--- src/rtl/updown_mod_counter.sv ---
// Parametrised up/down modulo counter: wrap, saturate and one-shot modes with registered tc.
// Optional tick prescaler enabled by defining COUNTER_PRESCALE_EN (adds the prescale port).
module updown_mod_counter #(
    parameter int WIDTH      = 8,
    parameter int STEP_W     = 4,
    parameter int PRESCALE_W = 8
) (
    input  logic                  clk,
    input  logic                  rst_n,
    input  logic                  en,
    input  logic                  clr,
    input  logic                  load_en,
    input  logic [WIDTH-1:0]      load_val,
    input  logic                  dir,
    input  logic [STEP_W-1:0]     step,
    input  logic [WIDTH-1:0]      limit,
    input  logic [1:0]            mode,
`ifdef COUNTER_PRESCALE_EN
    input  logic [PRESCALE_W-1:0] prescale,
`endif
    output logic [WIDTH-1:0]      count,
    output logic                  tc,
    output logic                  running
);

    // Two guard bits keep count+step and count-step exact.
    localparam int EW = WIDTH + 2;

    typedef enum logic {RUN, HALT} state_t;

    if (WIDTH < 1 || STEP_W < 1 || STEP_W > EW || PRESCALE_W < 1) begin : g_param_check
        $error("updown_mod_counter: illegal parameter combination");
    end

    state_t           state_q, state_d;
    logic [WIDTH-1:0] count_q, count_d;
    logic             tc_q, tc_d;
    logic             tick;

    logic [EW-1:0] cnt_x, step_x, lim_x, bound_x;
    logic [EW-1:0] sum_x, diff_x, next_x;
    logic          wrap_m, bnd, tc_ev;

    function automatic logic [EW-1:0] fold_up(input logic [EW-1:0] sum,
                                              input logic [EW-1:0] lim,
                                              input logic          wrap);
        if (sum > lim)
            return wrap ? sum - (lim + EW'(1)) : lim;
        return sum;
    endfunction

    function automatic logic [EW-1:0] fold_down(input logic [EW-1:0] diff,
                                                input logic [EW-1:0] lim,
                                                input logic          neg,
                                                input logic          wrap);
        if (neg)
            return wrap ? diff + lim + EW'(1) : '0;
        return diff;
    endfunction

`ifdef COUNTER_PRESCALE_EN
    logic [PRESCALE_W-1:0] presc_q, presc_d;

    assign tick = en && (presc_q == prescale);

    always_comb begin
        presc_d = presc_q;
        if (clr || load_en)
            presc_d = '0;
        else if (en)
            presc_d = tick ? '0 : presc_q + PRESCALE_W'(1);
    end

    always_ff @(posedge clk or negedge rst_n) begin
        if (!rst_n)
            presc_q <= '0;
        else
            presc_q <= presc_d;
    end
`else
    assign tick = en;
`endif

    assign cnt_x   = EW'(count_q);
    assign step_x  = EW'(step);
    assign lim_x   = EW'(limit);
    assign bound_x = dir ? lim_x : '0;
    assign wrap_m  = (mode == 2'b00) || (mode == 2'b11);
    assign sum_x   = cnt_x + step_x;
    assign diff_x  = cnt_x - step_x;
    assign bnd     = dir ? (sum_x >= lim_x) : (cnt_x <= step_x);
    assign next_x  = dir ? fold_up(sum_x, lim_x, wrap_m)
                         : fold_down(diff_x, lim_x, cnt_x < step_x, wrap_m);
    // Clamping modes flag only the arrival at the bound, not sitting on it.
    assign tc_ev   = wrap_m ? bnd : ((next_x == bound_x) && (cnt_x != bound_x));

    always_comb begin
        state_d = state_q;
        count_d = count_q;
        tc_d    = 1'b0;
        if (clr) begin
            count_d = '0;
            state_d = RUN;
        end else if (load_en) begin
            count_d = (load_val > limit) ? limit : load_val;
            state_d = RUN;
        end else if (tick && state_q == RUN) begin
            count_d = next_x[WIDTH-1:0];
            tc_d    = tc_ev;
            if (mode == 2'b10 && tc_ev)
                state_d = HALT;
        end
    end

    always_ff @(posedge clk or negedge rst_n) begin
        if (!rst_n) begin
            state_q <= RUN;
            count_q <= '0;
            tc_q    <= 1'b0;
        end else begin
            state_q <= state_d;
            count_q <= count_d;
            tc_q    <= tc_d;
        end
    end

    assign count   = count_q;
    assign tc      = tc_q;
    assign running = (state_q == RUN);

endmodule

--- config.mk ---
export PLATFORM = sky130hd
export DESIGN_NAME = updown_mod_counter
export DESIGN_NICKNAME = d
export VERILOG_FILES = /design/src/rtl/updown_mod_counter.sv
export SDC_FILE = /design/constraint.sdc
export NUM_CORES = 1
export LEC_CHECK = 0
export CAP_MARGIN = 40
export CORE_ASPECT_RATIO = 0.8
export CORE_UTILIZATION = 62
export DETAILED_ROUTE_END_ITERATION = 8
export PLACE_DENSITY = 0.94
export SETUP_SLACK_MARGIN = 0.2
export SLEW_MARGIN = 15
export SYNTH_ARGS = -nofsm -noshare
export SYNTH_HDL_FRONTEND = slang
export SYNTH_SLANG_ARGS = --single-unit
--- constraint.sdc ---
create_clock -name clk -period 7.6 [get_ports clk]
set_input_delay 0.76 -clock clk [delete_from_list [all_inputs] [get_ports clk]]
set_output_delay 0.76 -clock clk [all_outputs]
set_load 0.05 [all_outputs]
======== Word-level counts from Yosys, hierarchy flattened ========
Index checks and enable logic that the tools add are counted.
cells by class
  $add $sub $neg .......................... 6
  order comparisons ....................... 5
  equality and inequality tests ........... 4
  mux-type cells .......................... 23
  bitwise gates (word level) .............. 1
  reduce and logical (&&, ||, !) cells .... 8
operator list
  kind                                                              number
  10-bit 2-to-1 mux                                                 7
  8-bit 2-to-1 mux                                                  5
  1-bit 2-to-1 mux                                                  11
  10-bit by 1-bit adder with 10-bit output (second input constant)  1
  9-bit by 9-bit adder with 10-bit output                           1
  10-bit by 8-bit == test with 1-bit output                         1
  9-bit by 9-bit subtractor with 10-bit output                      1
  8-bit by 1-bit adder with 9-bit output (second input constant)    1
  8-bit by 4-bit adder with 9-bit output                            1
  9-bit by 8-bit greater-or-equal comparator with 1-bit output      1
  9-bit by 8-bit > comparator with 1-bit output                     1
  8-bit by 4-bit subtractor with 9-bit output                       1
  8-bit > comparator                                                1
  8-bit by 4-bit <= comparator with 1-bit output                    1
  8-bit by 4-bit less-than comparator with 1-bit output             1
  8-bit inequality test                                             1
  3-bit nonzero test                                                2
  2-bit == test (second input constant)                             2
  1-bit logical AND                                                 3
  2-bit logical NOT                                                 1
  2-bit AND reduction                                               1
  1-bit logical OR                                                  1
  1-bit NOT                                                         1
word-level totals
  flip-flop bits (word level) ............. 10
  input bits .............................. 28
  word-level logic and storage cells ...... 50

======== Logic depth before layout (Yosys ltp) ========
Gate-level depths: netlist (run 1).
  word-level depth ........................ 15
  mapped depth ............................ 19
  gate-level depth less buffers ........... 18

======== Worst setup path before layout (run 1) ========
No wires, ideal clock.
  kind .................................... input -> register
  from .................................... in step[0]
  to ...................................... reg count_q[3], in the netlist count[3]
  arrival time ............................ 3981 ps
  data required time ...................... 7479 ps
  path slack .............................. 3498 ps
  cell stages on the path ................. 15
  buffers on the path ..................... 0
  path through ............................ ha_1 -> fa_1 -> nand2b_4 -> a21oi_1 -> and3_1 -> xor2_1 -> ha_1 -> and3_4 -> a221o_1 -> a211oi_4 -> nor2_4 -> mux2_2 -> a211oi_1 -> a21oi_1 -> a22o_1
between the ends
  longest elaborated chain between the ends .. 10
  elaborated cells on any way between the ends .. 19
ends and longest elaborated chain
  item                                         RTL line  text
  start, declared                              15        input logic [STEP_W-1:0] step,
  8-bit by 4-bit subtractor with 9-bit output  90        assign diff_x = cnt_x - step_x;
  9-bit by 9-bit adder with 10-bit output      57        return wrap ? diff + lim + EW'(1) : '0;
  10-bit by 1-bit adder with 10-bit output     57
  10-bit 2-to-1 mux                            57
  10-bit 2-to-1 mux                            56        if (neg)
  10-bit 2-to-1 mux                            58        return diff;
  10-bit 2-to-1 mux (*)                        92        assign next_x = dir ? fold_up(sum_x, lim_x, wrap_m)
  8-bit 2-to-1 mux (*)                         107       end else if (tick && state_q == RUN) begin
  8-bit 2-to-1 mux (*)                         104       end else if (load_en) begin
  8-bit 2-to-1 mux (*)                         101       if (clr) begin
  end signal, assigned                         122       count_q <= count_d;
  end, declared                                36        logic [WIDTH-1:0] count_q, count_d;
Every way passes the cells marked *; elsewhere a longest branch is shown, timed or not. The select of a mux whose other input is x is not followed.
A chain may end at the register's enable or synchronous reset.

======== Worst setup path after layout (run 1) ========
  from .................................... in step[3]
  to ...................................... reg count_q[3], in the netlist count[3]
The elaborated chain is that of the path after synthesis.

==> results of run 1 <==
==> metrics by stage <==
step | cells | area (um^2)
4_1_cts | 466 | 3330
3_5_place_dp | 462 | 3280
6_report | 467 | 3350
5_1_grt | 467 | 3350
3_3_place_gp | 460 | 3260
2_1_floorplan | 382 | 2920
==> flip-flops by register name (all words and copies together) (netlist names) <==
signal,count
tc,1
state_q,1
count,8
==> synth_stat cells, types with 2 or more instances <==
library cell,count
a211o_1,3
a211oi_1,7
a211oi_4,2
a21o_1,4
a21oi_1,22
a22o_1,5
a22oi_1,6
a31oi_1,3
and3_1,3
and4_4,2
buf_1,2
buf_6,6
clkbuf_1,7
dfrtp_1,10
fa_1,4
ha_1,34
inv_1,26
mux2_2,6
mux2i_1,13
nand2_1,38
nand2b_1,3
nand3_1,9
nand3b_1,3
nand4_1,7
nand4b_1,2
nor2_1,28
nor2b_1,7
nor3_1,8
nor4_1,2
nor4b_1,2
o2111ai_1,3
o211ai_1,4
o21a_1,5
o21ai_0,21
o21ai_1,2
o21bai_1,6
o22ai_1,5
o311ai_0,2
o31ai_1,2
or3_1,4
xnor2_1,12
xor2_1,10
==> cells by family after synthesis <==
family,share of synthesized area
AO/OA/AOI/OAI,0.298
XOR/XNOR,0.0660
adder cells (fa/ha/maj),0.173
buffers and inverters,0.0711
flip-flops,0.0857
multiplexers,0.0677
AND/OR/NAND/NOR,0.238
==> final cells by class <==
type | count | area share
Multi-Input combinational cell | 329 | 0.736
Sequential cell | 10 | 0.0748
Inverter | 27 | 0.0303
Clock buffer | 4 | 0.0165
Tap cell | 57 | 0.0213
Timing Repair Buffer | 40 | 0.121
==> per-layer routing <==
metal | part of all wire | track usage
met4 | 0.039 | 0.155
met2 | 0.43 | 0.600
met5 | 0 | 0
met1 | 0.41 | 0.484
met3 | 0.12 | 0.0841
==> power by group <==
| group | leakage [nW] | switching, mW | total, mW | internal (mW) |
|---|---|---|---|---|
| logic | 1.30 | 0.350 | 0.599 | 0.249 |
| registers | 0.132 | 0.0271 | 0.0871 | 0.0600 |
| clock network | 0.0288 | 0.0214 | 0.0670 | 0.0456 |
| total | 1.46 | 0.399 | 0.753 | 0.354 |
==> tightest hold or removal path: cells and delay by family (launching register included) <==
kind | cells | cell delay (ns)
AOI/OAI and AO/OA | 2 | 0.21
DFF | 1 | 0.37
==> worst max path at each step <==
stage | endpoint | cells past startpoint | startpoint | slack [ns]
floorplan | count[3] | 15 | step[0] | 3.50
global placement | count[3] | 16 | step[3] | 2.62
detailed placement | count[3] | 16 | step[3] | 2.50
CTS | count[3] | 16 | step[3] | 2.75
global route | state_q | 19 | step[1] | 2.48
finish | count[3] | 16 | step[3] | 2.68
==> impl_metrics.ini, run 1 <==
[run_status]
status = finished, final reports clean

[detailed_routing]
drtIter0Drc = 336
vias = 3220
drc = 0
wl_per_cell_um = 19.7
routed_wl_um = 9220
firstDrtPassIters = 6
viasPerCell = 6.90
final_antenna_net_count = 0

[timing]
tightestPinTransition_ns = 0.647
setup_tns_ns = 0
max_clock_freq_mhz = 203
hold_ws_ns = 0.628
drv_slew = 0
setup_ws_ns = 2.68
setup_viol = 0
worst_slew_margin_rel = 0.565
timing.final.crit_share = 0.648
finalCriticalPeriod_ns = 4.92
hold_viol = 0
rsz0062_at_grt = no
fin_skew_ns = 0.00165

[clocking]
clk_pin_slew_ns = 0.05
htree_levels = 1
postCtsHoldBufs = 0
clk_latency_ns = 0.24
cts_root_buf = clkbuf_8
cts_made_buffers = 3
postCtsResizedCells = 0
post_cts_buffers = 0
cts_tree = yes
clockBufferDepth = 2
cts_sinks = 10

[layout]
antenna_cells = 0
final_common_cell = nand2_1
syn2layout_area_growth_pct = 14.6
fin_util = 0.772
final_cell_mix = 38 x nand2_1, 37 x clkdlybuf4s50_1, 34 x ha_1
drive_above_1_share = 0.0756
multiInputGateArea_mm2 = 0.00246
fin_nets = 477
regArea_um2 = 250
fillers = 322

[place]
dp_hpwl_um = 7290
pre_cts_ws_ns = 2.50
place_congestion = 1.00
port-buffer-count = 37

[worst_setup_path]
r2r-end = count[3]
cp.buffers_inverters = 2
critPathSlowestCell = clkdlybuf4s50_1
end_kind = register
cp_cell_sequence = clkdlybuf4s50_1, inv_1, ha_1, nor2b_1, a21oi_1, and3_1, xor2_1, ha_1, and3_4, a221o_1, a211oi_4, nor2_4, mux2_2, a211oi_1, a21oi_1, a22o_1
slowest_delay_ns = 0.48
rrSetupSlack_ns = 3.21
path_delay_family = compound AO/OA/AOI/OAI gates
crit_fanout = 11
cp.required_ns = 7.72
r2r_start = count[0]
cp-start-kind = primary input
crit_type = primary input to register
r2r_cells = 15
arrival_ns = 5.05

[floorplan]
fp.dieW_um = 78.7
die_h_um = 63.4
die-area_mm2 = 0.00499
initial_utilization = 0.674
core_area_mm2 = 0.00434
std_cell_rows = 21
pin_count = 38

[synthesis]
synthArstFlopShare = 1.00
synth.avg_cell_area_um2 = 7.64
synth_cell_type_count = 74
ys_seq_area_frac = 0.0857
ys.flop_type = dfrtp_1
synth_top_area_cell = ha_1
yosys.area.top_type_share = 0.146
syn-cell-area_mm2 = 0.00292
syn-instance-count = 382
synth_warnings = 0
syn-num-nets = 448
synth_edf_count = 0
yosys-top-cells-area = ha_1 15%, dfrtp_1 8.6%, nand2_1 4.9%
ys_seq_elements = 10

[global_route]
grt_pass1_vias = 3013
grt.total_usage = 0.375
antenna_found_initial = 0
grt_overflow = 0
grt_pass1_wl_um = 14600
grt_max_degree = 32

[hold_path]
min_path_cells = 2
hold_class = register to register
worstHoldStart = state_q
hold_path_end = state_q

[flow_run]
max-cap-violations = 0

[power]
total_power_mw = 0.753
p_leak_nw = 1.46
peakVddDrop_uv = 163
power_density_mw_per_mm2 = 225
(Power assumes the default switching activity.)
==> inputs of run 2 (changes only) <==
--- a/config.mk
+++ b/config.mk
@@ -7,9 +7,9 @@
 export LEC_CHECK = 0
 export CAP_MARGIN = 40
 export CORE_ASPECT_RATIO = 0.8
-export CORE_UTILIZATION = 62
+export CORE_UTILIZATION = 58
 export DETAILED_ROUTE_END_ITERATION = 8
-export PLACE_DENSITY = 0.94
+export PLACE_DENSITY = 0.89
 export SETUP_SLACK_MARGIN = 0.2
 export SLEW_MARGIN = 15
 export SYNTH_ARGS = -nofsm -noshare
==> constraint.sdc (replaced) <==
create_clock -name clk -period 4.6 [get_ports clk]
set_input_delay 0.46 -clock clk [delete_from_list [all_inputs] [get_ports clk]]
set_output_delay 0.46 -clock clk [all_outputs]
set_load 0.05 [all_outputs]
==> run 2 against run 1 <==
Against the previous run: clock power grew 70%; global-route usage is 2.1 points lower; clock skew increased by 0.00096 ns; non-clock buffer count is 15 higher; power is 72% higher; combinational power increased by 75%; critical path type unchanged; critical endpoint unchanged.
==> impl_metrics.ini, run 2 (synthesis results as in run 1) <==
[run_status]
status = finished, final reports clean

[timing]
timing.final.crit_share = 0.924
setup_viol = 0
max_clock_freq_mhz = 235
hold_viol = 0
setup_ws_ns = 0.352
tightestPinTransition_ns = 0.665
drv_slew = 0
finalCriticalPeriod_ns = 4.25
fin_skew_ns = 0.00261
worst_slew_margin_rel = 0.556
setup_tns_ns = 0
rsz0062_at_grt = no

[floorplan]
core_area_mm2 = 0.00471
die-area_mm2 = 0.00532
pin_count = 38
initial_utilization = 0.620
fp.dieW_um = 81.3
std_cell_rows = 22
die_h_um = 65.5

[layout]
final_cell_mix = 38 x nand2_1, 37 x clkdlybuf4s50_1, 31 x ha_1
antenna_cells = 0
final_common_cell = nand2_1
largest_register_ffs = 8
drive_above_1_share = 0.136
fin_nets = 492
syn2layout_area_growth_pct = 20.6

[detailed_routing]
drc = 0
routed_wl_um = 9010
wl_per_cell_um = 18.6
firstDrtPassIters = 6
drtIter0Drc = 312
vias = 3271
final_antenna_net_count = 0
viasPerCell = 6.74

[worst_setup_path]
cp_cell_sequence = clkdlybuf4s50_1, inv_1, ha_1, nor2b_2, a21oi_1, and3_1, xor2_2, ha_1, and3_4, a221o_1, a211oi_4, nor2_4, mux2_2, a211oi_2, a21oi_1, a22o_1
cp.buffers_inverters = 2
cp-start-kind = primary input
path_delay_family = compound AO/OA/AOI/OAI gates
slowest_delay_ns = 0.48
crit_fanout = 9
end_kind = register
crit_type = primary input to register
critPathSlowestCell = clkdlybuf4s50_1
cp.required_ns = 4.73
arrival_ns = 4.37

[place]
port-buffer-count = 37
pre_cts_ws_ns = -0.0856
dp_hpwl_um = 7170
place_congestion = 0.989

[power]
clkPwrFrac = 0.088
p_int_mw = 0.625
power_density_mw_per_mm2 = 368
p_sw_mw = 0.669
seqPwrFrac = 0.104
combPwrFrac = 0.808
peakVddDrop_uv = 326
swShare = 0.517
p_leak_nw = 1.53

[global_route]
grt_pass1_vias = 2908
grt.total_usage = 0.354
grt_max_degree = 21
grt_overflow = 0
grt_pass1_wl_um = 14200
antenna_found_initial = 0

[clocking]
clk_latency_ns = 0.24
clockBufferDepth = 2
cts_made_buffers = 3
htree_levels = 1
postCtsHoldBufs = 0
cts_root_buf = clkbuf_8
clk_pin_slew_ns = 0.05
cts_tree = yes
cts_sinks = 10

[hold_path]
hold_class = primary input to asynchronous set/reset pin

[flow_run]
max-cap-violations = 0
-- run 2: worst paths after layout --
| kind | startpoint | end | slack (ns) | depth (start not counted) |
|---|---|---|---|---|
| min | rst_n | count[7] | 0.52 | 1 |
| max reg2reg | count[1] | count[3] | 0.55 | 16 |
| min reg2reg | state_q | state_q | 0.57 | 2 |
| max | step[3] | count[3] | 0.35 | 16 |
| max in group asynchronous | rst_n | count[3] | 3.78 | 1 |
| min in group clk | state_q | state_q | 0.57 | 2 |
-- run 2: cell type report --
cell class	count	area [um^2]
Tap cell	60	75.1
Multi-Input combinational cell	329	2530
Fill cell	328	1190
Inverter	27	101
Clock buffer	4	55.1
Sequential cell	10	250
Timing Repair Buffer	55	510
-- run 2: metal layers --
layer / share of wire / track usage
met1: 0.41 / 0.486
met2: 0.42 / 0.532
met3: 0.14 / 0.0694
met4: 0.036 / 0.154
met5: 0 / 0
-- run 2: stage by stage --
step            util  hold slack (ns)  total power, mW  instances  instance area [um^2]
6_report       0.748            0.523             1.29        485                  3520
4_1_cts        0.731            0.537             1.23        483                  3440
3_3_place_gp   0.715            0.533             1.10        477                  3360
3_5_place_dp   0.719            0.551             1.12        479                  3380
5_1_grt        0.748            0.569             1.38        485                  3520
2_1_floorplan      -            0.164            0.872        382                  2920
-- run 2: power by group through the flow --
stage	clock network [mW]	registers (mW)	logic [mW]
final	0.114	0.134	1.05
after global placement	0	0.131	0.964
after detailed placement	0	0.132	0.983
after floorplan	0	0.156	0.716
after global routing	0.118	0.137	1.12
after CTS	0.114	0.131	0.988
-- run 2: timing repair --
| action | 4_1_cts | 5_1_grt |
|---|---|---|
| setup buffers | 0 | 2 |
| pin swaps | 1 | 9 |
| setup endpoints to repair | 1 | 8 |
| gates resized for setup | 0 | 13 |
==> inputs of run 3 (changes only) <==
--- a/config.mk
+++ b/config.mk
@@ -6,10 +6,13 @@
 export NUM_CORES = 1
 export LEC_CHECK = 0
 export CAP_MARGIN = 40
+export CELL_PAD_IN_SITES_DETAIL_PLACEMENT = 1
+export CELL_PAD_IN_SITES_GLOBAL_PLACEMENT = 2
 export CORE_ASPECT_RATIO = 0.8
-export CORE_UTILIZATION = 58
+export CORE_UTILIZATION = 33
+export CTS_CLUSTER_SIZE = 25
 export DETAILED_ROUTE_END_ITERATION = 8
-export PLACE_DENSITY = 0.89
+export PLACE_DENSITY = 0.88
 export SETUP_SLACK_MARGIN = 0.2
 export SLEW_MARGIN = 15
 export SYNTH_ARGS = -nofsm -noshare
==> run 3 against run 2 <==
Against the previous run: critical path depth rose by 3; register-to-register slack got worse by 0.14 ns; routed wire length rose by 31%; sequential cell count did not move; die area rose by 73%; global-route usage fell by 9.5 points; count of clock-buffer cells in the layout did not move; largest cell class unchanged.
==> impl_metrics.ini, run 3 (synthesis results as in run 1) <==
[timing]
fin_skew_ns = 0.00452
hold_ws_ns = 0.557
tightestPinTransition_ns = 0.619
rsz0062_at_grt = yes
drv_slew = 0
hold_viol = 0
max_clock_freq_mhz = 232
setup_tns_ns = 0
finalCriticalPeriod_ns = 4.31
setup_viol = 0
worst_slew_margin_rel = 0.586
timing.final.crit_share = 0.938

[floorplan]
fp.dieW_um = 107
initial_utilization = 0.343
pin_count = 38
std_cell_rows = 30
die-area_mm2 = 0.00923
die_h_um = 86.1
core_area_mm2 = 0.00852

[power]
peakVddDrop_uv = 161
p_leak_nw = 1.60
power_density_mw_per_mm2 = 373
total_power_mw = 1.37

[layout]
multiInputGateArea_mm2 = 0.00253
fillers = 1065
fin_nets = 505
final_cell_mix = 38 x nand2_1, 37 x clkdlybuf4s50_1, 33 x ha_1
instances_no_fill = 550
fin_util = 0.431
syn2layout_area_growth_pct = 25.9
regArea_um2 = 250
antenna_cells = 0
largest_register_ffs = 8
final_common_cell = nand2_1
drive_above_1_share = 0.164

[detailed_routing]
drtIter0Drc = 265
drc = 0
final_antenna_net_count = 0
wl_per_cell_um = 21.5
routed_wl_um = 11800
viasPerCell = 6.03
vias = 3315
firstDrtPassIters = 5

[global_route]
grt_pass1_vias = 3329
grt_overflow = 0
grt_pass1_wl_um = 18300
grt.total_usage = 0.260
antenna_found_initial = 0
grt_max_degree = 33

[clocking]
cts_made_buffers = 3
clk_pin_slew_ns = 0.05
cts_sinks = 10
clk_latency_ns = 0.25
postCtsHoldBufs = 0
cts_tree = yes
htree_levels = 1
clockBufferDepth = 2
cts_root_buf = clkbuf_8

[worst_setup_path]
r2r_start = count[1]
end_kind = register
rrSetupSlack_ns = 0.41
r2r_cells = 18
crit_fanout = 5
r2r-end = count[0]
arrival_ns = 4.45
crit_type = primary input to register
cp.required_ns = 4.74
cp-start-kind = primary input

[hold_path]
hold_class = primary input to asynchronous set/reset pin

[run_status]
status = finished, final reports clean

[place]
place_congestion = 0.915
port-buffer-count = 37
dpl.cell_count = 540
dp_hpwl_um = 9500

[flow_run]
max-cap-violations = 0
## run 3: cell types whose count changed in the layout (fill, tap and decap cells not counted), moves of 2 or more
cell / delta
mux2i_1: -3
ha_1: +2
mux2i_2: +3
buf_4: +12
## run 3: worst max-delay path, stage by stage
cell and delay [ns]:
clkdlybuf4s50_1 0.49, inv_1 0.05, ha_1 0.35, o21bai_1 0.21
a21oi_1 0.18, o2111ai_1 0.16, xor2_1 0.24, inv_1 0.08
ha_1 0.29, and3_4 0.19, a221o_1 0.34, a211oi_4 0.32
buf_4 0.20, o21ai_0 0.10, o21ai_0 0.15, nand2_1 0.11
a21oi_1 0.24, a21oi_1 0.08, a22o_1 0.22
## run 3: how the worst max path moves through the flow
stage	from	end	slack [ns]	cells after the start
finish	step[2]	count[0]	0.29	19
global route	step[2]	tc	0.14	19
CTS	step[3]	count[3]	0.20	16
detailed placement	step[3]	count[3]	-0.04	16
global placement	step[3]	tc	0.05	17
floorplan	count[0]	count[3]	0.57	15
## run 3: timing repair
action	CTS	global route
endpoints found under the setup margin	0	9
buffers inserted	0	5
endpoints found under the hold margin	0	0
gates resized for setup	0	13
## run 3: report_power, final
part	switching (mW)	internal, mW
combinational	0.656	0.469
clock	0.0415	0.0758
sequential	0.0279	0.0995
total	0.725	0.644
## run 3: area by class of cell
class / instances / area share
multi-input cells: 330 / 0.688
repair buffers: 67 / 0.163
flip-flops and latches: 10 / 0.0681
well taps: 112 / 0.0381
inverters: 27 / 0.0276
clock buffers: 4 / 0.0150
## run 3: per-stage QoR
step	cell area, um^2	worst slack (ns)
detailed placement	3520	-0.0425
global placement	3500	0.0512
finish	3680	0.287
global route	3680	0.145
floorplan	2920	0.575
CTS	3570	0.202
## run 3: metal layers
metal	track usage	vias to the layer above	wire, um
li1	-	1531	-
met1	0.359	1611	5270
met2	0.425	149	5270
met3	0.0319	24	1030
met4	0.0722	0	252
met5	0	-	0
